--- src/rtl/aes_engine_stream_if_if.sv ---
// rtl/aes_engine_stream_if_if.sv - control, stream and core signals between the AES ctrl side and the engine
interface aes_engine_if #(
  parameter int DATA_WIDTH  = 32,
  parameter int BLOCK_WIDTH = 128,
  parameter int CNT_WIDTH   = 8
);
  logic                   clear;
  logic                   start;
  logic                   enable;
  logic [CNT_WIDTH-1:0]   nb_blocks;
  logic [DATA_WIDTH-1:0]  in_data;
  logic                   in_valid;
  logic                   in_ready;
  logic [BLOCK_WIDTH-1:0] core_block;
  logic                   core_valid;
  logic                   core_ready;
  logic [BLOCK_WIDTH-1:0] core_result;
  logic                   core_result_valid;
  logic [DATA_WIDTH-1:0]  out_data;
  logic                   out_valid;
  logic                   out_ready;
  logic                   busy;
  logic                   done;
  logic [CNT_WIDTH-1:0]   blk_cnt;

  modport master (
    output clear, start, enable, nb_blocks, in_data, in_valid,
           core_ready, core_result, core_result_valid, out_ready,
    input  in_ready, core_block, core_valid, out_data, out_valid,
           busy, done, blk_cnt
  );

  modport slave (
    input  clear, start, enable, nb_blocks, in_data, in_valid,
           core_ready, core_result, core_result_valid, out_ready,
    output in_ready, core_block, core_valid, out_data, out_valid,
           busy, done, blk_cnt
  );
endinterface

--- src/rtl/aes_engine_stream_if.sv ---
// rtl/aes_engine_stream_if.sv - packs input words into AES blocks, issues them to the core, drains results
module aes_engine_stream_if #(
  parameter int DATA_WIDTH  = 32,
  parameter int BLOCK_WIDTH = 128,
  parameter int CNT_WIDTH   = 8
) (
  input logic        clk,
  input logic        reset,
  aes_engine_if.slave bus
);
  localparam int WORDS = BLOCK_WIDTH / DATA_WIDTH;
  localparam int WIDX  = (WORDS > 1) ? $clog2(WORDS) : 1;

  typedef enum logic [2:0] {IDLE, LOAD, ISSUE, WAIT, DRAIN, DONE} state_t;

  state_t                 state, next_state;
  logic [WIDX-1:0]        word_cnt;
  logic [CNT_WIDTH-1:0]   nb_q;
  logic [CNT_WIDTH-1:0]   blk_cnt_q;
  logic [BLOCK_WIDTH-1:0] block_q;
  logic [BLOCK_WIDTH-1:0] result_q;

  logic in_ready_c, core_valid_c, out_valid_c, done_c;
  logic latch_start, load_word, capture, drain_word;
  logic word_last;

  assign word_last = (word_cnt == WIDX'(WORDS - 1));

  always_ff @(posedge clk or posedge reset) begin
    if (reset) state <= IDLE;
    else       state <= next_state;
  end

  always_comb begin
    next_state   = state;
    in_ready_c   = 1'b0;
    core_valid_c = 1'b0;
    out_valid_c  = 1'b0;
    done_c       = 1'b0;
    latch_start  = 1'b0;
    load_word    = 1'b0;
    capture      = 1'b0;
    drain_word   = 1'b0;
    case (state)
      IDLE: begin
        if (bus.start) begin
          latch_start = 1'b1;
          next_state  = (bus.nb_blocks == '0) ? DONE : LOAD;
        end
      end
      LOAD: begin
        in_ready_c = bus.enable;
        if (bus.in_valid && bus.enable) begin
          load_word = 1'b1;
          if (word_last) next_state = ISSUE;
        end
      end
      ISSUE: begin
        core_valid_c = 1'b1;
        if (bus.core_ready && bus.enable) next_state = WAIT;
      end
      WAIT: begin
        if (bus.core_result_valid) begin
          capture    = 1'b1;
          next_state = DRAIN;
        end
      end
      DRAIN: begin
        out_valid_c = 1'b1;
        if (bus.out_ready && bus.enable) begin
          drain_word = 1'b1;
          if (word_last) begin
            if (({1'b0, blk_cnt_q} + 1'b1) < {1'b0, nb_q}) next_state = LOAD;
            else                                           next_state = DONE;
          end
        end
      end
      DONE: begin
        done_c     = 1'b1;
        next_state = IDLE;
      end
      default: next_state = IDLE;
    endcase
    // clear wins over everything, including a start seen in the same cycle
    if (bus.clear) next_state = IDLE;
  end

  always_ff @(posedge clk or posedge reset) begin
    if (reset) begin
      word_cnt  <= '0;
      nb_q      <= '0;
      blk_cnt_q <= '0;
      block_q   <= '0;
      result_q  <= '0;
    end else if (bus.clear) begin
      word_cnt  <= '0;
      nb_q      <= '0;
      blk_cnt_q <= '0;
      block_q   <= '0;
      result_q  <= '0;
    end else begin
      if (latch_start) begin
        nb_q      <= bus.nb_blocks;
        blk_cnt_q <= '0;
        word_cnt  <= '0;
      end
      if (load_word) begin
        block_q[word_cnt*DATA_WIDTH +: DATA_WIDTH] <= bus.in_data;
        word_cnt <= word_last ? '0 : word_cnt + 1'b1;
      end
      if (capture) result_q <= bus.core_result;
      if (drain_word) begin
        word_cnt <= word_last ? '0 : word_cnt + 1'b1;
        if (word_last && (blk_cnt_q != nb_q)) blk_cnt_q <= blk_cnt_q + 1'b1;
      end
    end
  end

  assign bus.in_ready   = in_ready_c;
  assign bus.core_valid = core_valid_c;
  assign bus.core_block = block_q;
  assign bus.out_valid  = out_valid_c;
  assign bus.out_data   = result_q[word_cnt*DATA_WIDTH +: DATA_WIDTH];
  assign bus.busy       = (state != IDLE);
  assign bus.done       = done_c;
  assign bus.blk_cnt    = blk_cnt_q;
endmodule

--- src/flat_wrapper.sv ---
// flat-port wrapper written by rule: the top's interface ports become plain ports
module aes_engine_stream_if_flat 
#(
  parameter int DATA_WIDTH  = 32,
  parameter int BLOCK_WIDTH = 128,
  parameter int CNT_WIDTH   = 8
)
  (clk, reset, bus_clear, bus_start, bus_enable, bus_nb_blocks, bus_in_data, bus_in_valid, bus_core_ready, bus_core_result, bus_core_result_valid, bus_out_ready, bus_in_ready, bus_core_block, bus_core_valid, bus_out_data, bus_out_valid, bus_busy, bus_done, bus_blk_cnt);
  aes_engine_if #(.DATA_WIDTH(DATA_WIDTH), .BLOCK_WIDTH(BLOCK_WIDTH), .CNT_WIDTH(CNT_WIDTH)) bus_i ();
  input logic clk;
  input logic reset;
  input wire logic [$bits(bus_i.clear)-1:0] bus_clear;
  input wire logic [$bits(bus_i.start)-1:0] bus_start;
  input wire logic [$bits(bus_i.enable)-1:0] bus_enable;
  input wire logic [$bits(bus_i.nb_blocks)-1:0] bus_nb_blocks;
  input wire logic [$bits(bus_i.in_data)-1:0] bus_in_data;
  input wire logic [$bits(bus_i.in_valid)-1:0] bus_in_valid;
  input wire logic [$bits(bus_i.core_ready)-1:0] bus_core_ready;
  input wire logic [$bits(bus_i.core_result)-1:0] bus_core_result;
  input wire logic [$bits(bus_i.core_result_valid)-1:0] bus_core_result_valid;
  input wire logic [$bits(bus_i.out_ready)-1:0] bus_out_ready;
  output wire logic [$bits(bus_i.in_ready)-1:0] bus_in_ready;
  output wire logic [$bits(bus_i.core_block)-1:0] bus_core_block;
  output wire logic [$bits(bus_i.core_valid)-1:0] bus_core_valid;
  output wire logic [$bits(bus_i.out_data)-1:0] bus_out_data;
  output wire logic [$bits(bus_i.out_valid)-1:0] bus_out_valid;
  output wire logic [$bits(bus_i.busy)-1:0] bus_busy;
  output wire logic [$bits(bus_i.done)-1:0] bus_done;
  output wire logic [$bits(bus_i.blk_cnt)-1:0] bus_blk_cnt;
  assign bus_i.clear = bus_clear;
  assign bus_i.start = bus_start;
  assign bus_i.enable = bus_enable;
  assign bus_i.nb_blocks = bus_nb_blocks;
  assign bus_i.in_data = bus_in_data;
  assign bus_i.in_valid = bus_in_valid;
  assign bus_i.core_ready = bus_core_ready;
  assign bus_i.core_result = bus_core_result;
  assign bus_i.core_result_valid = bus_core_result_valid;
  assign bus_i.out_ready = bus_out_ready;
  assign bus_in_ready = bus_i.in_ready;
  assign bus_core_block = bus_i.core_block;
  assign bus_core_valid = bus_i.core_valid;
  assign bus_out_data = bus_i.out_data;
  assign bus_out_valid = bus_i.out_valid;
  assign bus_busy = bus_i.busy;
  assign bus_done = bus_i.done;
  assign bus_blk_cnt = bus_i.blk_cnt;
  aes_engine_stream_if #(.DATA_WIDTH(DATA_WIDTH), .BLOCK_WIDTH(BLOCK_WIDTH), .CNT_WIDTH(CNT_WIDTH)) u_core (.clk(clk), .reset(reset), .bus(bus_i));
endmodule
--- config.mk ---
export PLATFORM = sky130hd
export DESIGN_NAME = aes_engine_stream_if_flat
export DESIGN_NICKNAME = d
export VERILOG_FILES = /design/src/rtl/aes_engine_stream_if_if.sv /design/src/rtl/aes_engine_stream_if.sv /design/src/flat_wrapper.sv
export SDC_FILE = /design/constraint.sdc
export NUM_CORES = 1
export LEC_CHECK = 0
export CAP_MARGIN = 5
export CORE_MARGIN = 2
export CORE_UTILIZATION = 25
export DETAILED_ROUTE_END_ITERATION = 6
export HOLD_SLACK_MARGIN = 0.1
export PLACE_DENSITY_LB_ADDON = 0.3
export SLEW_MARGIN = 5
export SYNTH_ARGS = -nofsm -noshare
export SYNTH_HDL_FRONTEND = slang
export SYNTH_SLANG_ARGS = --single-unit
--- constraint.sdc ---
create_clock -name clk -period 19.8 [get_ports clk]
set_clock_uncertainty 0.15 [all_clocks]
set_input_delay 3.96 -clock clk [delete_from_list [all_inputs] [get_ports clk]]
set_output_delay 3.96 -clock clk [all_outputs]
set_load 0.01 [all_outputs]
## Word level (Yosys, flattened, before mapping)

Cells that the tools add are included.

- Word-level logic and storage cells: 79
- Input port bits: 177
- Register bits after elaboration: 277

- Reduce and logical (&&, ||, !) cells: 12
- Equality and inequality tests: 14
- Order comparisons: 1
- Shifts and indexed selects: 3
- Add/subtract/negate cells: 4
- Mux-type cells: 39

Operators with widths:

| cell | count |
|---|---|
| $mux W128 | 4 |
| $bwmux W128 | 1 |
| $shift A32 B34 Y128 const A | 1 |
| $shiftx A128 B8 Y32 | 1 |
| $shiftx A32 B34 Y128 | 1 |
| $mux W8 | 6 |
| $neg A7 Y34 | 1 |
| $mux W3 | 10 |
| $ne A3 B2 Y1 const B | 5 |
| $pmux W3 S5 | 1 |
| $mux W1 | 12 |
| $mux W2 | 5 |
| $add A8 B1 Y9 const B | 1 |
| $lt A9 B8 Y1 | 1 |
| $add A8 B1 Y8 const B | 1 |
| $logic_not A8 Y1 | 1 |
| $ne A8 B8 Y1 | 1 |
| $reduce_and A7 Y1 | 1 |
| $eq A3 B2 Y1 const B | 2 |
| $eq A3 B3 Y1 const B | 2 |
| $ne A3 B3 Y1 const B | 2 |
| $reduce_bool A2 Y1 | 3 |
| $logic_and A1 B1 Y1 | 4 |
| $reduce_bool A4 Y1 | 1 |
| 5 further kinds | 5 |

## Logic depth before layout (Yosys ltp)

- Depth in word-level cells: 7
- Mapped depth: 10
- Mapped depth without buffers: 9

## Worst setup path before layout

No wires, ideal clock.

- Path type: in2out
- Start point: input port bus_enable
- End point: output port bus_in_ready
- Data required time: 15690 ps
- Slack: 11495 ps
- Path buffers: 0
- Stages on the path: 1
- Arrival time: 4195 ps
- Path through: and4bb_1

- Longest elaborated chain between the ends: 1

RTL lines:

| what | RTL line | text |
|---|---|---|
| start, declared | flat_wrapper.sv:14 | `input wire logic [$bits(bus_i.enable)-1:0] bus_enable;` |
| $mux W1 | aes_engine_stream_if.sv:44 | `case (state)` |
| end, declared | flat_wrapper.sv:22 | `output wire logic [$bits(bus_i.in_ready)-1:0] bus_in_ready;` |

No other way between the ends.

## Final worst setup path

Ends and elaborated chain as after synthesis.

==> flow_metrics.py <==
metrics = {
    "status": {
        "run_status": "complete, no violations",
    },
    "power_and_ir_drop": {
        "peakVddDrop_uv": 54.1,
        "power_leakage_nw": 7.09,
        "power_per_cell_area_mw_per_mm2": 81.1,
    },
    "yosys": {
        "synth.area.mux_share_pct": 6.21,
        "netlist-cell-type-count": 42,
        "synth_adder_area_share_pct": 1.40,
        "post_synth.cell_area_avg_um2": 12.4,
        "ys_async_sr_fraction_pct": 100,
        "synth.ff_latch_count": 277,
        "post_synth_edffs": 0,
        "synthXorXnorAreaFrac_pct": 0.980,
        "synth-warning-count": 0,
        "synthesis.nets": 1125,
        "syn-instance-count": 935,
        "syn_area_mm2": 0.0116,
        "yosysSeqAreaShare_pct": 59.7,
        "combinational_family_with_the_most_area_after_synthesis": "compound AO/OA/AOI/OAI gates",
        "yosys.area_share.simple_pct": 7.69,
        "synth_ff_type": "sky130_fd_sc_hd__dfrtp_1",
        "synth-compound-area-share_pct": 19.9,
    },
    "cts": {
        "cts_post_setup_buffers_inserted": 0,
        "clkSinkCount": 277,
        "clk_pin_slew_ps": 60,
        "cts_resized": 0,
        "number_of_hold_buffers_added_after_cts": 0,
        "cts_inserted_buffers": 34,
        "cts-root-buf": "sky130_fd_sc_hd__clkbuf_16",
        "clock_tree.htree_level_count": 2,
        "tritoncts": "done",
        "clk_path_buf_depth": 3,
        "clkLatencyLatePin_ps": 520,
    },
    "grt": {
        "grt_overflow": 0,
        "antenna_found_initial": 4,
        "wire_length_of_the_first_global_routing_pass_um": 56400,
        "grt_start_max_net_pins": 135,
        "track_usage_pct": 15.3,
        "grt_pass1_vias": 9293,
    },
    "sta": {
        "slew-limit-headroom_pct": 22.0,
        "timing_worst_slew_pin_value_ps": 1170,
        "setup_viol": 0,
        "fin_setup_tns_ps": 0,
        "grt_setup_unrepaired": "no",
        "hold_viol_final": 0,
        "post-route-min-period_ps": 9370,
        "fmaxAchievable_ghz": 0.107,
        "report.final.slew_viol_count": 0,
        "min_period_over_period_pct": 47.3,
    },
    "routing": {
        "wl_um": 36800,
        "vias": 8891,
        "routedWlPerCell_um": 19.6,
        "detail_route.first_pass.iterations": 5,
        "final_antenna_net_count": 0,
        "post-route-drc-count": 0,
        "drt_iter0_drc": 592,
        "via_per_inst": 4.73,
    },
    "die": {
        "num_io_pins": 350,
        "initial_utilization_pct": 25.5,
        "core_region_mm2": 0.0456,
        "die_y_um": 220,
        "num_rows": 78,
        "die_width_um": 220,
        "floorplan.die_area_mm2": 0.0482,
    },
    "placed_design": {
        "buffers_on_ports": 349,
        "placedInstanceArea_mm2": 0.0156,
        "globalplace.congestion": 0.816,
        "post-dp-hpwl_um": 24400,
        "dp_cells": 1818,
    },
    "worst_setup_path": {
        "worstSetupPathDepth": 3,
        "critical_path.endpoint_type": "output port",
        "worst-setup-path-type": "in2out",
        "worst_path_largest_cell_delay_ps": 550,
        "worstPathArrival_ps": 5260,
        "cells_along_the_critical_path": "clkdlybuf4s50_1 > and4bb_1 > clkdlybuf4s50_1",
        "critical-path-top-cell-by-count": "sky130_fd_sc_hd__clkdlybuf4s50_1",
        "worst_path_max_delay_cell": "sky130_fd_sc_hd__clkdlybuf4s50_1",
        "worst_r2r_path_depth": 5,
        "worstPathRequired_ps": 15690,
        "critPathMaxFanout": 5,
        "crit_start_category": "input port",
        "cp_num_buf_inv": 2,
        "critPathTopFamily": "buffers and inverters",
    },
    "min_path": {
        "hold_path_class": "reg2reg",
        "hold-path-cell-count": 2,
    },
    "layout": {
        "final_common_cell": "sky130_fd_sc_hd__clkdlybuf4s50_1",
        "layout_common_cells": "sky130_fd_sc_hd__clkdlybuf4s50_1 (349), sky130_fd_sc_hd__dfrtp_1 (275), sky130_fd_sc_hd__a22o_1 (192), sky130_fd_sc_hd__nand2_1 (155), sky130_fd_sc_hd__o21ai_0 (60)",
        "nets": 1444,
        "post-route-util_pct": 36.6,
        "area_delta_synth_final_pct": 43.4,
        "fraction_of_final_layout_cells_sized_beyond_drive_strength_1_pct": 8.14,
        "final_cell_area_mm2": 0.0167,
        "final_instance_count_excl_fillers": 1878,
    },
    "flow_run": {
        "max_capacitance_violation_total": 0,
    },
}
[logic make-up (layout without fill, tap and decap cells)]
family	after synthesis	count (layout)
compound gates	303	303
xor+xnor	13	13
fa+ha+maj	13	13
buf+inv	93	435
flops	277	277
mux	32	32
other cells	0	1
simple gates	204	204
[state kept, by name, indices dropped and copies added (netlist names)]
signal                 count
u_core.bus.core_block    128
u_core.result_q          128
u_core.bus.blk_cnt         8
u_core.nb_q                8
u_core.state               3
u_core.word_cnt            2
[cells in the mapped netlist (2+ instances only)]
cell	n	area, um^2
sky130_fd_sc_hd__dfrtp_1	277	6930
sky130_fd_sc_hd__a22o_1	192	1680
sky130_fd_sc_hd__nand2_1	155	582
sky130_fd_sc_hd__o21ai_0	60	300
sky130_fd_sc_hd__buf_2	47	235
sky130_fd_sc_hd__mux4_2	32	721
sky130_fd_sc_hd__a21oi_1	22	110
sky130_fd_sc_hd__clkbuf_1	21	78.8
sky130_fd_sc_hd__inv_1	14	52.6
sky130_fd_sc_hd__ha_1	13	163
sky130_fd_sc_hd__nand3_1	11	55.1
sky130_fd_sc_hd__nor2_1	9	33.8
sky130_fd_sc_hd__o21ai_1	9	45.0
sky130_fd_sc_hd__xor2_1	9	78.8
sky130_fd_sc_hd__nand4_1	8	50.1
sky130_fd_sc_hd__buf_6	7	78.8
sky130_fd_sc_hd__buf_4	4	30.0
sky130_fd_sc_hd__nor3b_1	4	30.0
sky130_fd_sc_hd__nor4_1	4	25.0
sky130_fd_sc_hd__xnor2_1	4	35.0
sky130_fd_sc_hd__and2_1	3	18.8
sky130_fd_sc_hd__a211o_1	2	17.5
sky130_fd_sc_hd__a211oi_1	2	15.0
sky130_fd_sc_hd__a21oi_4	2	32.5
sky130_fd_sc_hd__a2bb2oi_1	2	17.5
sky130_fd_sc_hd__and4_1	2	17.5
sky130_fd_sc_hd__nand2b_1	2	12.5
sky130_fd_sc_hd__nor3b_4	2	37.5
sky130_fd_sc_hd__o211ai_1	2	15.0
sky130_fd_sc_hd__or3_1	2	12.5
[tightest hold or removal path: stages (launching register included)]
cell,delay (ps)
sky130_fd_sc_hd__dfrtp_1,340
sky130_fd_sc_hd__nand2_1,40
sky130_fd_sc_hd__o21ai_0,60
[power by group]
group / leakage (nW) / switching, mW / total, mW / internal, mW
registers: 3.86 / 0.0135 / 0.589 / 0.575
clock network: 0.532 / 0.242 / 0.608 / 0.366
logic: 2.70 / 0.0820 / 0.154 / 0.0718
total: 7.09 / 0.338 / 1.35 / 1.01
[per-stage QoR]
stage | hold WS [ps] | setup WS, ps | total power, mW
after global placement | 311 | 10430 | 0.753
after floorplan | 317 | 8050 | 0.676
after CTS | 332 | 10430 | 1.37
final | 326 | 10430 | 1.35
after detailed placement | 320 | 10420 | 0.755
after global routing | 349 | 10360 | 1.41
[area by class of cell]
cell class | count | area, um^2
Tap cell | 600 | 751
Fill cell | 4516 | 28900
Clock inverter | 3 | 15.0
Multi-Input combinational cell | 565 | 4240
Timing Repair Buffer | 362 | 3590
Clock buffer | 56 | 1070
Antenna cell | 1 | 2.50
Sequential cell | 277 | 6930
Inverter | 14 | 60.1
[per-layer routing]
metal  up-vias  global-route usage (%)  routed length (um)
li1       4101                       -                   -
met1      4391                    19.4               15500
met2       341                    23.6               16400
met3        54                    5.96                3970
met4         4                    5.25                 906
met5         -                       0                  26
[final timing paths]
kind,from,to,slack (ps)
worst max-delay path,bus_enable,bus_in_ready,10430
worst min-delay path,u_core.bus.core_block[61],u_core.bus.core_block[61],330
worst max register to register,u_core.state[0],u_core.result_q[97],16740
worst min register to register,u_core.bus.core_block[61],u_core.bus.core_block[61],330
max in group asynchronous,reset,u_core.word_cnt[0],14000
min in group asynchronous,reset,u_core.bus.core_block[118],3920
(Power assumes the default switching activity.)
